**src/rtl/vga_timing_pkg.sv**
```systemverilog
// Default VGA 640x480@60 timing constants and helpers that derive the frame
// totals and the sync window bounds from the visible/porch/sync widths.
package vga_timing_pkg;

    localparam int H_VISIBLE_DEF  = 640;
    localparam int H_FRONT_DEF    = 16;
    localparam int H_SYNC_DEF     = 96;
    localparam int H_BACK_DEF     = 48;
    localparam int V_VISIBLE_DEF  = 480;
    localparam int V_FRONT_DEF    = 10;
    localparam int V_SYNC_DEF     = 2;
    localparam int V_BACK_DEF     = 33;
    localparam int SYNC_DELAY_DEF = 2;

    localparam int COORD_W = 10;
    localparam int FCNT_W  = 16;

    typedef logic [COORD_W-1:0] coord_t;

    // Total clocks per line, or total lines per frame.
    function automatic int total_len(input int visible, input int front,
                                     input int sync, input int back);
        return visible + front + sync + back;
    endfunction

    // First count inside the sync pulse.
    function automatic int sync_first(input int visible, input int front);
        return visible + front;
    endfunction

    // Last count inside the sync pulse.
    function automatic int sync_last(input int visible, input int front, input int sync);
        return visible + front + sync - 1;
    endfunction

endpackage

```
**src/rtl/vga_scan_controller_if.sv**
```systemverilog
// Scan-position and sync bundle produced by the VGA scan controller.
interface vga_scan_controller_if;
    import vga_timing_pkg::*;

    coord_t              DrawX;
    coord_t              DrawY;
    logic                blank;
    logic                hs;
    logic                vs;
    logic                line_start;
    logic                frame_start;
    logic [FCNT_W-1:0]   frame_count;

    modport master (
        output DrawX, DrawY, blank, hs, vs, line_start, frame_start, frame_count
    );

    modport slave (
        input DrawX, DrawY, blank, hs, vs, line_start, frame_start, frame_count
    );

endinterface

```
**src/rtl/sync_delay_line.sv**
```systemverilog
// Fixed-depth delay line for the sync strobes. Stages reset asynchronously to
// all-ones (sync inactive). DEPTH of 0 degenerates to a straight wire.
module sync_delay_line #(
    parameter int WIDTH = 2,
    parameter int DEPTH = 2
) (
    input  logic             clk,
    input  logic             rst,
    input  logic [WIDTH-1:0] din,
    output logic [WIDTH-1:0] dout
);

    generate
        if (DEPTH == 0) begin : g_bypass
            assign dout = din;
        end else begin : g_pipe
            logic [WIDTH-1:0] stage [DEPTH];

            // Shift the strobes one stage per clock; reset parks every stage inactive.
            always_ff @(posedge clk or posedge rst) begin
                if (rst) begin
                    for (int i = 0; i < DEPTH; i++) stage[i] <= '1;
                end else begin
                    stage[0] <= din;
                    for (int i = 1; i < DEPTH; i++) stage[i] <= stage[i-1];
                end
            end

            assign dout = stage[DEPTH-1];
        end
    endgenerate

endmodule

```
**src/rtl/vga_scan_controller.sv**
```systemverilog
// VGA raster scan generator: horizontal/vertical counters, display-enable and
// line/frame strobes decoded straight from the counters, and hs/vs delayed to
// line up with a downstream pixel pipeline.
// Optional feature: define VGA_FRAME_COUNT_EN to build the 16-bit completed-frame
// counter; otherwise frame_count is tied to zero.
module vga_scan_controller
    import vga_timing_pkg::*;
#(
    parameter int H_VISIBLE  = H_VISIBLE_DEF,
    parameter int H_FRONT    = H_FRONT_DEF,
    parameter int H_SYNC     = H_SYNC_DEF,
    parameter int H_BACK     = H_BACK_DEF,
    parameter int V_VISIBLE  = V_VISIBLE_DEF,
    parameter int V_FRONT    = V_FRONT_DEF,
    parameter int V_SYNC     = V_SYNC_DEF,
    parameter int V_BACK     = V_BACK_DEF,
    parameter int SYNC_DELAY = SYNC_DELAY_DEF
) (
    input  logic                   vga_clk,
    input  logic                   reset,
    vga_scan_controller_if.master  vga
);

    localparam int H_TOTAL = total_len(H_VISIBLE, H_FRONT, H_SYNC, H_BACK);
    localparam int V_TOTAL = total_len(V_VISIBLE, V_FRONT, V_SYNC, V_BACK);

    localparam coord_t H_LAST     = coord_t'(H_TOTAL - 1);
    localparam coord_t V_LAST     = coord_t'(V_TOTAL - 1);
    localparam coord_t H_VIS      = coord_t'(H_VISIBLE);
    localparam coord_t V_VIS      = coord_t'(V_VISIBLE);
    localparam coord_t HS_FIRST   = coord_t'(sync_first(H_VISIBLE, H_FRONT));
    localparam coord_t HS_LAST    = coord_t'(sync_last(H_VISIBLE, H_FRONT, H_SYNC));
    localparam coord_t VS_FIRST   = coord_t'(sync_first(V_VISIBLE, V_FRONT));
    localparam coord_t VS_LAST    = coord_t'(sync_last(V_VISIBLE, V_FRONT, V_SYNC));

    coord_t     h_cnt;
    coord_t     v_cnt;
    logic       h_last;
    logic       v_last;
    logic       hs_raw;
    logic       vs_raw;
    logic [1:0] sync_out;

    assign h_last = (h_cnt == H_LAST);
    assign v_last = (v_cnt == V_LAST);

    // Pixel counter: advances every clock, wraps at the end of the line.
    always_ff @(posedge vga_clk or posedge reset) begin
        if (reset)       h_cnt <= '0;
        else if (h_last) h_cnt <= '0;
        else             h_cnt <= h_cnt + coord_t'(1);
    end

    // Line counter: advances on the last pixel of each line, wraps at end of frame.
    always_ff @(posedge vga_clk or posedge reset) begin
        if (reset) begin
            v_cnt <= '0;
        end else if (h_last) begin
            if (v_last) v_cnt <= '0;
            else        v_cnt <= v_cnt + coord_t'(1);
        end
    end

    // Raw sync pulses are active-low inside their windows; vs spans whole lines.
    assign hs_raw = !((h_cnt >= HS_FIRST) && (h_cnt <= HS_LAST));
    assign vs_raw = !((v_cnt >= VS_FIRST) && (v_cnt <= VS_LAST));

    sync_delay_line #(
        .WIDTH (2),
        .DEPTH (SYNC_DELAY)
    ) u_sync_delay (
        .clk  (vga_clk),
        .rst  (reset),
        .din  ({hs_raw, vs_raw}),
        .dout (sync_out)
    );

    assign vga.hs          = sync_out[1];
    assign vga.vs          = sync_out[0];
    assign vga.DrawX       = h_cnt;
    assign vga.DrawY       = v_cnt;
    assign vga.blank       = (h_cnt < H_VIS) && (v_cnt < V_VIS);
    assign vga.line_start  = (h_cnt == '0);
    assign vga.frame_start = (h_cnt == '0) && (v_cnt == '0);

`ifdef VGA_FRAME_COUNT_EN
    logic [FCNT_W-1:0] frame_cnt;

    // Completed-frame counter: bumps on the last pixel of the last line, wraps freely.
    always_ff @(posedge vga_clk or posedge reset) begin
        if (reset)                 frame_cnt <= '0;
        else if (h_last && v_last) frame_cnt <= frame_cnt + 1'b1;
    end

    assign vga.frame_count = frame_cnt;
`else
    assign vga.frame_count = '0;
`endif

endmodule
```
**src/flat_wrapper.sv**
```systemverilog
// flat-port wrapper written by rule: the top's interface ports become plain ports
module vga_scan_controller_flat import vga_timing_pkg::*;
#(
    parameter int H_VISIBLE  = H_VISIBLE_DEF,
    parameter int H_FRONT    = H_FRONT_DEF,
    parameter int H_SYNC     = H_SYNC_DEF,
    parameter int H_BACK     = H_BACK_DEF,
    parameter int V_VISIBLE  = V_VISIBLE_DEF,
    parameter int V_FRONT    = V_FRONT_DEF,
    parameter int V_SYNC     = V_SYNC_DEF,
    parameter int V_BACK     = V_BACK_DEF,
    parameter int SYNC_DELAY = SYNC_DELAY_DEF
)
  (vga_clk, reset, vga_DrawX, vga_DrawY, vga_blank, vga_hs, vga_vs, vga_line_start, vga_frame_start, vga_frame_count);
  vga_scan_controller_if vga_i ();
  input  logic vga_clk;
  input  logic reset;
  output wire logic [$bits(vga_i.DrawX)-1:0] vga_DrawX;
  output wire logic [$bits(vga_i.DrawY)-1:0] vga_DrawY;
  output wire logic [$bits(vga_i.blank)-1:0] vga_blank;
  output wire logic [$bits(vga_i.hs)-1:0] vga_hs;
  output wire logic [$bits(vga_i.vs)-1:0] vga_vs;
  output wire logic [$bits(vga_i.line_start)-1:0] vga_line_start;
  output wire logic [$bits(vga_i.frame_start)-1:0] vga_frame_start;
  output wire logic [$bits(vga_i.frame_count)-1:0] vga_frame_count;
  assign vga_DrawX = vga_i.DrawX;
  assign vga_DrawY = vga_i.DrawY;
  assign vga_blank = vga_i.blank;
  assign vga_hs = vga_i.hs;
  assign vga_vs = vga_i.vs;
  assign vga_line_start = vga_i.line_start;
  assign vga_frame_start = vga_i.frame_start;
  assign vga_frame_count = vga_i.frame_count;
  vga_scan_controller #(.H_VISIBLE(H_VISIBLE), .H_FRONT(H_FRONT), .H_SYNC(H_SYNC), .H_BACK(H_BACK), .V_VISIBLE(V_VISIBLE), .V_FRONT(V_FRONT), .V_SYNC(V_SYNC), .V_BACK(V_BACK), .SYNC_DELAY(SYNC_DELAY)) u_core (.vga_clk(vga_clk), .reset(reset), .vga(vga_i));
endmodule
```
**config.mk**
```make
export PLATFORM = sky130hd
export DESIGN_NAME = vga_scan_controller_flat
export DESIGN_NICKNAME = d
export VERILOG_FILES = /design/src/rtl/vga_timing_pkg.sv /design/src/rtl/vga_scan_controller_if.sv /design/src/rtl/sync_delay_line.sv /design/src/rtl/vga_scan_controller.sv /design/src/flat_wrapper.sv
export SDC_FILE = /design/constraint.sdc
export NUM_CORES = 1
export LEC_CHECK = 0
export CAP_MARGIN = 20
export CORE_ASPECT_RATIO = 1.5
export CORE_MARGIN = 1.5
export CORE_UTILIZATION = 50
export DETAILED_ROUTE_END_ITERATION = 8
export PLACE_DENSITY_LB_ADDON = 0.25
export SYNTH_ARGS = -nofsm -noshare
export SYNTH_HDL_FRONTEND = slang
export SYNTH_SLANG_ARGS = --single-unit
```
**constraint.sdc**
```tcl
create_clock -name vga_clk -period 3 [get_ports vga_clk]
set_input_delay 0.3 -clock vga_clk [delete_from_list [all_inputs] [get_ports vga_clk]]
set_output_delay 0.3 -clock vga_clk [all_outputs]
set_load 0.02 [all_outputs]
```
==> summary.md <==
| Metric | Value |
|---|---|
| Status | completed |
| I/O pins | 43 |
| Clock group share of total power | 44.7% |
| Comb power frac | 4.0% |
| Initial antenna violation count | 0 |
| Avg WL per Cell | 13.7 µm |
| Cell area after synthesis | 1390 µm² |
| Setup violations, final | 0 |
| Initial core utilization | 52.5% |
| Core Footprint | 2650 µm² |
| Synth cell count leaders | 20 x dfrtp_1, 16 x buf_4, 8 x nand2_1, 8 x nor2_1 |
| Asr flop ratio synth | 100% |
| Post-synth cell types | 32 |
| Post-Syn Instances | 138 |
| CP Data Required Time | 2700 ps |
| Critical path startpoint | u_core.vga.DrawX[5] |
| DRT Pass-1 Iters | 4 |
| Critical path class | flop to primary output |
| M1 GR Usage | 24.4% |
| GRT met2 Usage | 31.1% |
| Die Height | 67.6 µm |
| Row count | 23 |
| Final min period | 2510 ps |
| Die Span X | 46.1 µm |
| Final Cycle Share | 83.6% |
| CP arrival | 2210 ps |
| Fillers | 247 |
| Nets | 169 |
| Fraction of layout cells with a size suffix above 1 | 8.02% |
| Worst R2R Setup Slack | 950 ps |
| CTS buffer count | 3 |
| Clock skew | 5.18 ps |
| Met3 Use GR | 2.67% |
| R2R Path End | u_core.vga.DrawY[4] |
| P_leak | 0.753 nW |
| Max Cap Viol | 0 |
| Die footprint | 3110 µm² |
| Top-count cell post-synth | dfrtp_1 |
| Antenna-violating nets left | 0 |
| IO buf count | 26 |
| Internal power | 0.503 mW |
| Bufs on Longest Clock Path | 2 |
| Number of setup buffers added after CTS | 0 |
| GRT Resource Usage Total | 19.5% |
| Power Dens Cells | 379 nW/µm² |
| Drt total wl | 2.72 mm |
| Register bit total from synthesis | 24 |
| Pre-CTS setup slack | 827 ps |
| Critical R2R Launch | u_core.vga.DrawX[5] |
| Worst Hold Class | flop to flop |
| Max Fclk | 399 MHz |
| R2R cell count | 4 |
| GP Congestion | 0.812 |
| Reg power frac | 51.3% |
| Diodes inserted | 0 |
| Post-route worst setup slack | 493 ps |
| Predominant post-synthesis flop cell | dfrtp_1 |
| Sw Ratio | 20.2% |
| Grt ovf | 0 |
| Clk pin slew, worst setup/hold paths | 90 ps |
| Yosys warns | 0 |
| Synth area leaders | dfrtp_1 36%, buf_4 8.6%, dfstp_2 7.6% |
| Clock root cell | clkbuf_8 |
| Cell taking the most area after synthesis | dfrtp_1 |
| DR iter-0 viols | 24 |
| Final slew viol count | 0 |
| Worst slew margin | 41.6% |
| Worst skew pair latency | 270 ps |
| Post-DR vias/cell | 5.21 |
| First-pass GRT wire length | 4.41 mm |
| CP Capture Point | vga_frame_start |
| Critical path capture point type | primary output |
| Post-synth EDFFs | 0 |
| Post-route DRC | 0 |
| Global route hottest layer | met2 |
| Final hold vios | 0 |
| CTS tree | built |
| Mean post-synth cell area | 10.1 µm² |
| Largest net degree at the start of global routing | 25 |
| Switching Power | 0.127 mW |
| Sinks on Clock Net | 24 |
| Post-DP HPWL | 2.04 mm |
| CTS resizes | 0 |
| Max VDD drop | 0.334 mV |
| Share of the synthesized area in the top cell type | 36.0% |
| Vias in the first global route | 971 |
| Synth-to-Final Area Change | 19.4% |
| CP Launch Type | flop |
| Crit Path Max Fanout | 9 |
| Final TNS setup | 0 ps |
| CTS Hold Bufs | 0 |
| RSZ-0062 raised after global routing | false |
| Least-Margin Pin Slew | 875 ps |
| Sequential element share of the synthesized area | 43.6% |
| CTS H-tree depth | 1 |
| Vias | 1036 |
==> critical path, stage by stage (launching register included) <==
cell and delay, ps:
dfrtp_1 500, nor4_1 380, and4_1 260, and4_1 200
clkdlybuf4s50_1 600
==> layout by cell type, fill, tap and decap left out, types with 3 or more instances in the layout <==
cell,instances
clkdlybuf4s50_1,26
and4_1,4
conb_1,16
and2_1,4
clkbuf_8,3
xnor2_1,7
xor2_1,4
o21ai_0,5
nor2_1,8
nand3_1,7
nand4_1,5
nor3_1,4
dfstp_2,4
nor4_1,3
inv_1,5
nand2_1,8
ha_1,4
dfrtp_1,20
and3_1,7
==> final cells by class <==
class | count | area (µm²) | share of cell area, %
clock buffer | 3 | 41.3 | 2.49
multi-input combinational | 103 | 658 | 39.6
clock inverter | 1 | 30.0 | 1.81
tap | 37 | 46.3 | 2.79
inverter | 5 | 18.8 | 1.13
sequential | 24 | 606 | 36.5
timing repair buffer | 26 | 260 | 15.7
==> through the flow <==
| step | std cells | cell area (µm²) | hold slack (ps) | power (mW) | utilization (%) |
|---|---|---|---|---|---|
| global route | 199 | 1660 | 368 | 0.653 | 62.7 |
| floorplan | 153 | 1450 | 312 | 0.368 | - |
| finish | 199 | 1660 | 359 | 0.630 | 62.7 |
| global placement | 195 | 1590 | 347 | 0.355 | 60.0 |
| CTS | 199 | 1660 | 361 | 0.638 | 62.7 |
| detailed placement | 195 | 1590 | 348 | 0.355 | 60.0 |
==> state kept, by name, summed over array words and instances, names as in the netlist <==
| signal | cells |
|---|---|
| u_core.vga.DrawX | 10 |
| u_core.vga.DrawY | 10 |
| u_core.u_sync_delay.dout | 2 |
| u_core.u_sync_delay.g_pipe.stage | 2 |
==> worst min path at each step <==
stage / end / from / cells after the start
after floorplan: u_core.vga.DrawX[0] / reset / 1
after global placement: u_core.u_sync_delay.dout[0] / u_core.u_sync_delay.g_pipe.stage[2] / 0
after detailed placement: u_core.u_sync_delay.dout[1] / u_core.u_sync_delay.g_pipe.stage[3] / 0
after CTS: u_core.u_sync_delay.dout[1] / u_core.u_sync_delay.g_pipe.stage[3] / 0
after global routing: u_core.u_sync_delay.dout[0] / u_core.u_sync_delay.g_pipe.stage[2] / 0
final: u_core.u_sync_delay.dout[1] / u_core.u_sync_delay.g_pipe.stage[3] / 0
==> power groups by stage <==
stage	clock [mW]	sequential (mW)	combinational (mW)
2_1_floorplan	0	0.330	0.0381
5_1_grt	0.301	0.324	0.0280
3_5_place_dp	0	0.330	0.0250
3_3_place_gp	0	0.330	0.0250
6_report	0.282	0.323	0.0250
4_1_cts	0.289	0.323	0.0252
==> routing by layer <==
| metal | routed length [µm] | vias to the layer above |
|---|---|---|
| li1 | - | 495 |
| met1 | 1130 | 501 |
| met2 | 1420 | 32 |
| met3 | 94 | 8 |
| met4 | 74 | 0 |
| met5 | 0 | - |
==> logic make-up after synthesis <==
family	synth area share [%]
AO/OA/AOI/OAI	5.04
XOR/XNOR	6.93
adder cells (fa/ha/maj)	3.60
buffers and inverters	13.1
flip-flops	43.6
multiplexers	1.08
other	0.270
AND/OR/NAND/NOR	26.4
Power figures use the tool's default switching activity.
